**config.mk**
```make
export PLATFORM = sky130hd
export DESIGN_NAME = cpu_fsm_flat
export DESIGN_NICKNAME = d
export VERILOG_FILES = /design/src/rtl/cpu_fsm_if.sv /design/src/rtl/cpu_fsm.sv /design/src/flat_wrapper.sv
export SDC_FILE = /design/constraint.sdc
export NUM_CORES = 1
export LEC_CHECK = 0
export BUFFER_PORTS_ARGS = -buffer_cell sky130_fd_sc_hd__buf_2
export CAP_MARGIN = 25
export CORE_MARGIN = 2
export CORE_UTILIZATION = 29
export CTS_CLUSTER_DIAMETER = 40
export DETAILED_ROUTE_END_ITERATION = 10
export HOLD_SLACK_MARGIN = 0.12
export MAX_ROUTING_LAYER = met4
export PLACE_DENSITY = 0.8
export SETUP_SLACK_MARGIN = 0.05
export SYNTH_ARGS = -nofsm -noshare
export SYNTH_HDL_FRONTEND = slang
export SYNTH_SLANG_ARGS = --single-unit
```
**constraint.sdc**
```tcl
create_clock -name clk -period 1.15 [get_ports clk]
set_clock_uncertainty 0.1 [all_clocks]
set_input_delay 0 -clock clk [delete_from_list [all_inputs] [get_ports clk]]
set_output_delay 0 -clock clk [all_outputs]
set_load 0.02 [all_outputs]
```
**src/rtl/cpu_fsm_if.sv**
```systemverilog
// Handshake and status bundle between the CPU sequencer and its memory/decoder side.
// CNT_W must match the CNT_W of the cpu_fsm instance the bundle connects to.
interface cpu_fsm_if #(
    parameter int unsigned CNT_W = 32
);
    logic             waitrequest_i;
    logic [31:0]      pc_next_i;
    logic [1:0]       state_o;
    logic             active_o;
    logic             stall_o;
    logic [CNT_W-1:0] retired_o;
    logic [CNT_W-1:0] stall_cycles_o;

    // Sequencer side: consumes memory status, produces state and counters
    modport slave (
        input  waitrequest_i,
        input  pc_next_i,
        output state_o,
        output active_o,
        output stall_o,
        output retired_o,
        output stall_cycles_o
    );

    // Environment side: drives memory status, observes the sequencer
    modport master (
        output waitrequest_i,
        output pc_next_i,
        input  state_o,
        input  active_o,
        input  stall_o,
        input  retired_o,
        input  stall_cycles_o
    );
endinterface

```
**src/rtl/cpu_fsm.sv**
```systemverilog
// Multi-cycle CPU sequencer: FETCH -> EXEC1 -> EXEC2, each step held while memory
// asserts waitrequest; halts when the retiring instruction's next PC equals HALT_ADDR.
// Optional performance counters (retired instructions, stall cycles) are built only
// when CPU_FSM_PERF_EN is defined; otherwise both counter outputs are tied to zero.
module cpu_fsm #(
    parameter logic [31:0] HALT_ADDR = 32'h0000_0000,
    parameter int unsigned CNT_W     = 32
) (
    input  logic      clk,
    input  logic      reset,
    cpu_fsm_if.slave  bus
);

    typedef enum logic [1:0] {
        ST_FETCH  = 2'd0,
        ST_EXEC1  = 2'd1,
        ST_EXEC2  = 2'd2,
        ST_HALTED = 2'd3
    } state_e;

    state_e state_q, state_d;
    logic   active_q, active_d;
    logic   stall_c;

    // A cycle is stalled whenever memory holds us off, except once halted
    assign stall_c = bus.waitrequest_i && (state_q != ST_HALTED);

    // State and activity registers; reset restarts at FETCH without a clock
    always_ff @(posedge clk or posedge reset) begin
        if (reset) begin
            state_q  <= ST_FETCH;
            active_q <= 1'b1;
        end else begin
            state_q  <= state_d;
            active_q <= active_d;
        end
    end

    // Next-state logic; pc_next_i only matters on an unstalled EXEC2 exit
    always_comb begin
        state_d = state_q;
        case (state_q)
            ST_FETCH:  if (!bus.waitrequest_i) state_d = ST_EXEC1;
            ST_EXEC1:  if (!bus.waitrequest_i) state_d = ST_EXEC2;
            ST_EXEC2: begin
                if (!bus.waitrequest_i) begin
                    state_d = (bus.pc_next_i == HALT_ADDR) ? ST_HALTED : ST_FETCH;
                end
            end
            ST_HALTED: state_d = ST_HALTED;
            default:   state_d = ST_FETCH;
        endcase
        active_d = (state_d != ST_HALTED);
    end

    assign bus.state_o  = state_q;
    assign bus.active_o = active_q;
    assign bus.stall_o  = stall_c;

`ifdef CPU_FSM_PERF_EN
    logic             retire_c;
    logic [CNT_W-1:0] retired_q;
    logic [CNT_W-1:0] stall_cnt_q;

    // Retire happens on the unstalled edge that leaves EXEC2, halting one included
    assign retire_c = (state_q == ST_EXEC2) && !bus.waitrequest_i;

    // Saturating performance counters
    always_ff @(posedge clk or posedge reset) begin
        if (reset) begin
            retired_q   <= '0;
            stall_cnt_q <= '0;
        end else begin
            if (retire_c && (retired_q != '1)) begin
                retired_q <= retired_q + CNT_W'(1);
            end
            if (stall_c && (stall_cnt_q != '1)) begin
                stall_cnt_q <= stall_cnt_q + CNT_W'(1);
            end
        end
    end

    assign bus.retired_o      = retired_q;
    assign bus.stall_cycles_o = stall_cnt_q;
`else
    assign bus.retired_o      = CNT_W'(0);
    assign bus.stall_cycles_o = CNT_W'(0);
`endif

endmodule
```
**src/flat_wrapper.sv**
```systemverilog
// flat-port wrapper written by rule: the top's interface ports become plain ports
module cpu_fsm_flat 
#(
    parameter logic [31:0] HALT_ADDR = 32'h0000_0000,
    parameter int unsigned CNT_W     = 32
)
  (clk, reset, bus_waitrequest_i, bus_pc_next_i, bus_state_o, bus_active_o, bus_stall_o, bus_retired_o, bus_stall_cycles_o);
  cpu_fsm_if #(.CNT_W(CNT_W)) bus_i ();
  input  logic clk;
  input  logic reset;
  input wire logic [$bits(bus_i.waitrequest_i)-1:0] bus_waitrequest_i;
  input wire logic [$bits(bus_i.pc_next_i)-1:0] bus_pc_next_i;
  output wire logic [$bits(bus_i.state_o)-1:0] bus_state_o;
  output wire logic [$bits(bus_i.active_o)-1:0] bus_active_o;
  output wire logic [$bits(bus_i.stall_o)-1:0] bus_stall_o;
  output wire logic [$bits(bus_i.retired_o)-1:0] bus_retired_o;
  output wire logic [$bits(bus_i.stall_cycles_o)-1:0] bus_stall_cycles_o;
  assign bus_i.waitrequest_i = bus_waitrequest_i;
  assign bus_i.pc_next_i = bus_pc_next_i;
  assign bus_state_o = bus_i.state_o;
  assign bus_active_o = bus_i.active_o;
  assign bus_stall_o = bus_i.stall_o;
  assign bus_retired_o = bus_i.retired_o;
  assign bus_stall_cycles_o = bus_i.stall_cycles_o;
  cpu_fsm #(.HALT_ADDR(HALT_ADDR), .CNT_W(CNT_W)) u_core (.clk(clk), .reset(reset), .bus(bus_i));
endmodule
```
==> impl_metrics.tcl, run 1 <==
set metrics [dict create \
    status "completed" \
    gp_congestion 0.678 \
    drive_above_1_share 0.353 \
    finalCoreUtilization 0.350 \
    switching_share 0.506 \
    worstSetupPathType "input port to async pin" \
    yosysSeqAreaShare 0.111 \
    synth_largest_area_cell "buf_4" \
    synthTopCellsByArea "buf_4, dfrtp_1, nor4_1, dfstp_2, nand4_1" \
    critPathRequiredTime_ns 1.41 \
    synth_cells 90 \
    grt_pass1_wl_mm 1.41 \
    clkPwrFrac 0.194 \
    drt-pass1-iter-count 2 \
    htreeDepth 1 \
    path_max_fanout 3 \
    netlist_top_cells_count "buf_4, nor4_1, inv_1" \
    dieArea_mm2 0.00279 \
    fin_crit_sh 0.925 \
    rsz0062_at_grt "yes" \
    final_cells 164 \
    cp-end-kind "async pin" \
    hold_ws_ns 0.0873 \
    p_switching_uw 475 \
    synth_edf_count 0 \
    avgSynthCellArea_um2 7.67 \
    hold_buffers 4 \
    antenna_left 0 \
    seq_power_share 0.239 \
    initial_core_util 0.309 \
    ios 103 \
    cts_root_buf "clkbuf_4" \
    clk_latency_ns 0.23 \
    fin_tns_setup_ns 0 \
    r2r_cells 3 \
    path_clk_slew_ns 0.04 \
    die_w_um 52.8 \
    fin_crit_ns 1.06 \
    wl_mm 1.27 \
    p_leak_nw 0.462 \
    synth.distinct_cells 15 \
    grt_pass1_vias 402 \
    cts_buffers 3 \
    antenna_cells 0 \
    cts.sinks 3 \
    drv_cap 0 \
    fp.dieH_um 52.8 \
    power_frac_comb 0.567 \
    vias 572 \
    hold_path_depth 5 \
    async_flop_share 1.00 \
    rows 17 \
    antenna_found_initial 0 \
    synth.ff_latch_count 3 \
    ir_worst_vdd_mv 0.674 \
    syn_to_final_growth_pct 13.2 \
    place_inst 155 \
    first_iter_violations 3 \
    synth_ff_type "dfrtp_1" \
    overflow 0 \
    hp-class "input port to register" \
    avgViaCountPerCell 3.49 \
    setup_viol 0 \
    synth_most_common_cell "buf_4" \
    ys_warn_count 0 \
    grt_max_degree 7 \
    hold_violations 0 \
    power.internal_uw 463 \
    drc_errors 0 \
    synth_top_area_frac 0.696 \
    finalMaxSlewViolations 0 \
    cts_buffer_depth 2 \
    reg2reg_slack_ns 0.15 \
    fmax_mhz 940 \
    cts_tree "done" \
    power.density_mw_per_mm2 1200 \
    synth_area_um2 691 \
    wire_per_inst_um 7.76 \
    io_buffers 38 \
    fillers 242 \
    fin_nets 172 \
    cp-start-kind "input port" \
    core_mm2 0.00223 \
    track_usage 0.0732 \
    worstPathArrival_ns 1.32 \
    hpwl_mm 1.12 \
]
## worst max-delay path: stages
cell and delay, ns:
dlygate4sd3_1 0.53, buf_2 0.12, dlygate4sd3_1 0.56, inv_1 0.12
## power by group through the flow
| stage | Clock, mW | Sequential (mW) | Combinational [mW] |
|---|---|---|---|
| global route | 0.200 | 0.230 | 0.572 |
| floorplan | 0 | 0.288 | 0.438 |
| detailed placement | 0 | 0.229 | 0.471 |
| CTS | 0.192 | 0.227 | 0.482 |
| global placement | 0 | 0.227 | 0.467 |
| finish | 0.182 | 0.224 | 0.532 |
## final timing paths
kind                                        from                    end
min in group asynchronous                  reset  u_core.bus.state_o[0]
max in group clk           u_core.bus.state_o[0]            bus_stall_o
max                                        reset    u_core.bus.active_o
min                             bus_pc_next_i[9]    u_core.bus.active_o
min reg2reg                u_core.bus.state_o[0]    u_core.bus.active_o
max reg2reg                u_core.bus.state_o[0]  u_core.bus.state_o[0]
## through the flow
stage / worst slack, ns / instance area, um2 / power, mW
after floorplan: 0.0925 / 927 / 0.726
after global placement: -0.176 / 672 / 0.694
after detailed placement: -0.179 / 672 / 0.700
after CTS: 0.0656 / 738 / 0.901
after global routing: 0.00498 / 782 / 1.00
final: 0.0863 / 782 / 0.938
## final cells by class
cell class	instances	area [um2]	area share
Multi-Input combinational cell	83	393	0.502
Tap cell	28	35.0	0.0448
Timing Repair Buffer	43	240	0.307
Inverter	3	11.3	0.0144
Clock buffer	4	26.3	0.0336
Sequential cell	3	76.3	0.0976
## cell usage in the layout, fill, tap and decap left out
cell / n
nand4_1: 2
clkbuf_4: 3
nor4_1: 3
buf_4: 2
nor3_1: 2
dlygate4sd3_1: 4
or2_1: 1
nor4_4: 1
dfstp_2: 1
inv_1: 3
buf_2: 37
nor2_1: 1
clkbuf_1: 1
dfrtp_1: 2
a311oi_1: 1
a21oi_1: 2
a31oi_1: 1
conb_1: 64
o21ai_0: 1
nor4_2: 4
## repair_timing
action | in CTS | in global routing
endpoints found under the hold margin | 6 | 1
resized for setup | 0 | 6
endpoints found under the setup margin | 0 | 3
setup buffers | 0 | 1
## state kept, by name (all words and copies together) (netlist names)
name                 count
u_core.bus.active_o      1
u_core.bus.state_o       2
## routing by layer
layer	vias up	track usage	share of wire
met5	-	-	0
met3	0	0.0200	0.17
met1	258	0.0577	0.26
li1	259	-	-
met2	55	0.144	0.58
met4	0	0.0470	0
## logic make-up after synthesis
| family | share of synthesized area |
|---|---|
| other | 0.00543 |
| buffers and inverters | 0.712 |
| AND/OR/NAND/NOR | 0.129 |
| AO/OA/AOI/OAI | 0.0435 |
| flip-flops | 0.111 |
No activity file was read; power rests on OpenSTA's default activity.
==> run 2: changes to the inputs <==
Settings changed: BUFFER_PORTS_ARGS -buffer_cell sky130_fd_sc_hd__buf_2 to -buffer_cell sky130_fd_sc_hd__buf_4.
==> run 2 against run 1 <==
Total power increased by 8.8%. Final area increased by 11%. Sequential power up 9.4%. Count of clock-buffer cells in the layout is the same. Worst hold slack lost 0.020 ns.
==> impl_metrics.tcl, run 2 (synthesized netlist as in run 1, its figures left out) <==
set metrics [dict create \
    overflow 0 \
    hold_path_depth 5 \
    p_leak_nw 0.488 \
    worstPathArrival_ns 1.11 \
    wire_per_inst_um 8.21 \
    die_w_um 52.8 \
    highest_layer "met4" \
    cts.sinks 3 \
    worstSetupPathType "register to register" \
    initial_core_util 0.309 \
    finalInstanceArea_um2 871 \
    clk_latency_ns 0.24 \
    cts_root_buf "clkbuf_4" \
    hold_end "u_core.bus.active_o" \
    vias 552 \
    ios 103 \
    htreeDepth 1 \
    place_inst 156 \
    dieArea_mm2 0.00279 \
    track_usage 0.0810 \
    cts_buffer_depth 2 \
    status "completed" \
    reg2reg_from "u_core.bus.state_o[0]" \
    grt_pass1_wl_mm 1.54 \
    fin_crit_sh 0.938 \
    wl_met2_um 753 \
    first_iter_violations 1 \
    avgViaCountPerCell 3.39 \
    finalMaxSlewViolations 0 \
    path_buf_inv 1 \
    largest_reg_flops 2 \
    rsz0062_at_grt "yes" \
    r2r_end "u_core.bus.state_o[0]" \
    final_cell_mix "conb_1, buf_4, nor4_1" \
    critPathRequiredTime_ns 1.18 \
    placed_cell_area_um2 774 \
    path_clk_slew_ns 0.04 \
    reg2reg_slack_ns 0.07 \
    hpwl_mm 1.14 \
    mostFrequentLayoutCell "conb_1" \
    antenna_found_initial 0 \
    fp.dieH_um 52.8 \
    antenna_cells 0 \
    fmax_mhz 927 \
    grt_max_degree 7 \
    r2r_cells 3 \
    cts_tree "done" \
    met1_length_um 353 \
    power.density_mw_per_mm2 1170 \
    gp_congestion 0.686 \
    grt_pass1_vias 415 \
    hp-start "bus_pc_next_i[14]" \
    crit_path_top_delay_cell "dfrtp_2" \
    met3_length_um 211 \
    wl_mm 1.34 \
    critPathMaxStageDelay_ns 0.43 \
    io_buffers 38 \
    drc_errors 0 \
    hp-class "input port to register" \
    fin_nets 171 \
    drv_cap 0 \
    drt-pass1-iter-count 3 \
    path_max_fanout 6 \
    cts_buffers 3 \
    syn_to_final_growth_pct 26.1 \
    cp-start-kind "register" \
    ir_worst_vdd_mv 0.740 \
    cp-end-kind "register" \
    setup_viol 0 \
    hold_buffers 3 \
    antenna_left 0 \
    core_mm2 0.00223 \
    drive_above_1_share 0.385 \
    crit_chain "inv_1, nor3_1, a311oi_2" \
    final_cells 163 \
    hold_violations 0 \
    crit_family "flip-flops" \
    rows 17 \
    fin_tns_setup_ns 0 \
    fin_crit_ns 1.08 \
    finalCoreUtilization 0.390 \
]
-- run 2: cell types whose count changed in the layout (fill, tap and decap cells not counted), sizes merged --
| cell | delta |
|---|---|
| dlygate4sd3 | -1 |
-- run 2: report_power, final --
group,internal (mW),leakage (nW),switching [mW]
sequential,0.178,0.0321,0.0671
combinational,0.214,0.441,0.372
clock,0.130,0.0150,0.0584
-- run 2: how the worst max path moves through the flow --
| stage | startpoint | end | cells past startpoint |
|---|---|---|---|
| floorplan | u_core.bus.state_o[0] | u_core.bus.state_o[0] | 3 |
| global placement | bus_pc_next_i[25] | u_core.bus.state_o[0] | 5 |
| detailed placement | bus_pc_next_i[25] | u_core.bus.state_o[0] | 5 |
| CTS | bus_waitrequest_i | bus_stall_o | 5 |
| global route | bus_pc_next_i[1] | u_core.bus.state_o[0] | 5 |
| finish | u_core.bus.state_o[0] | u_core.bus.state_o[0] | 3 |
-- run 2: layout make-up --
| class | instances | area [um2] |
|---|---|---|
| clock buffers | 4 | 26.3 |
| inverters | 3 | 11.3 |
| flip-flops and latches | 3 | 78.8 |
| fillers | 226 | 1360 |
| multi-input cells | 83 | 397 |
| repair buffers | 42 | 323 |
| well taps | 28 | 35.0 |
-- run 2: worst reg2reg max path: cells and delay by family, from the launching register on --
kind / cells / cell delay [ns]
flip-flops: 1 / 0.43
buffers and inverters: 1 / 0.12
AO/OA/AOI/OAI: 1 / 0.25
AND/OR/NAND/NOR: 1 / 0.08
-- run 2: layer usage --
| metal | vias to the layer above | global-route usage |
|---|---|---|
| met5 | - | - |
| met4 | 0 | 0.0641 |
| met3 | 2 | 0.00857 |
| met2 | 57 | 0.160 |
| met1 | 235 | 0.0661 |
| li1 | 258 | - |
-- run 2: stage by stage --
stage | hold WS (ns) | setup slack, ns | power [mW]
6_report | 0.0669 | 0.0716 | 1.02
3_5_place_dp | -0.221 | -0.199 | 0.768
4_1_cts | 0.0747 | 0.0525 | 0.974
3_3_place_gp | -0.223 | -0.169 | 0.762
5_1_grt | 0.0903 | 0.00586 | 1.09
2_1_floorplan | -0.347 | 0.0925 | 0.726
-- run 2: what timing repair did --
item,in CTS,in global routing
pin swaps,2,2
buffers inserted,0,0
hold endpoints to repair,6,1
gates resized for setup,1,8
endpoints found under the setup margin,1,2
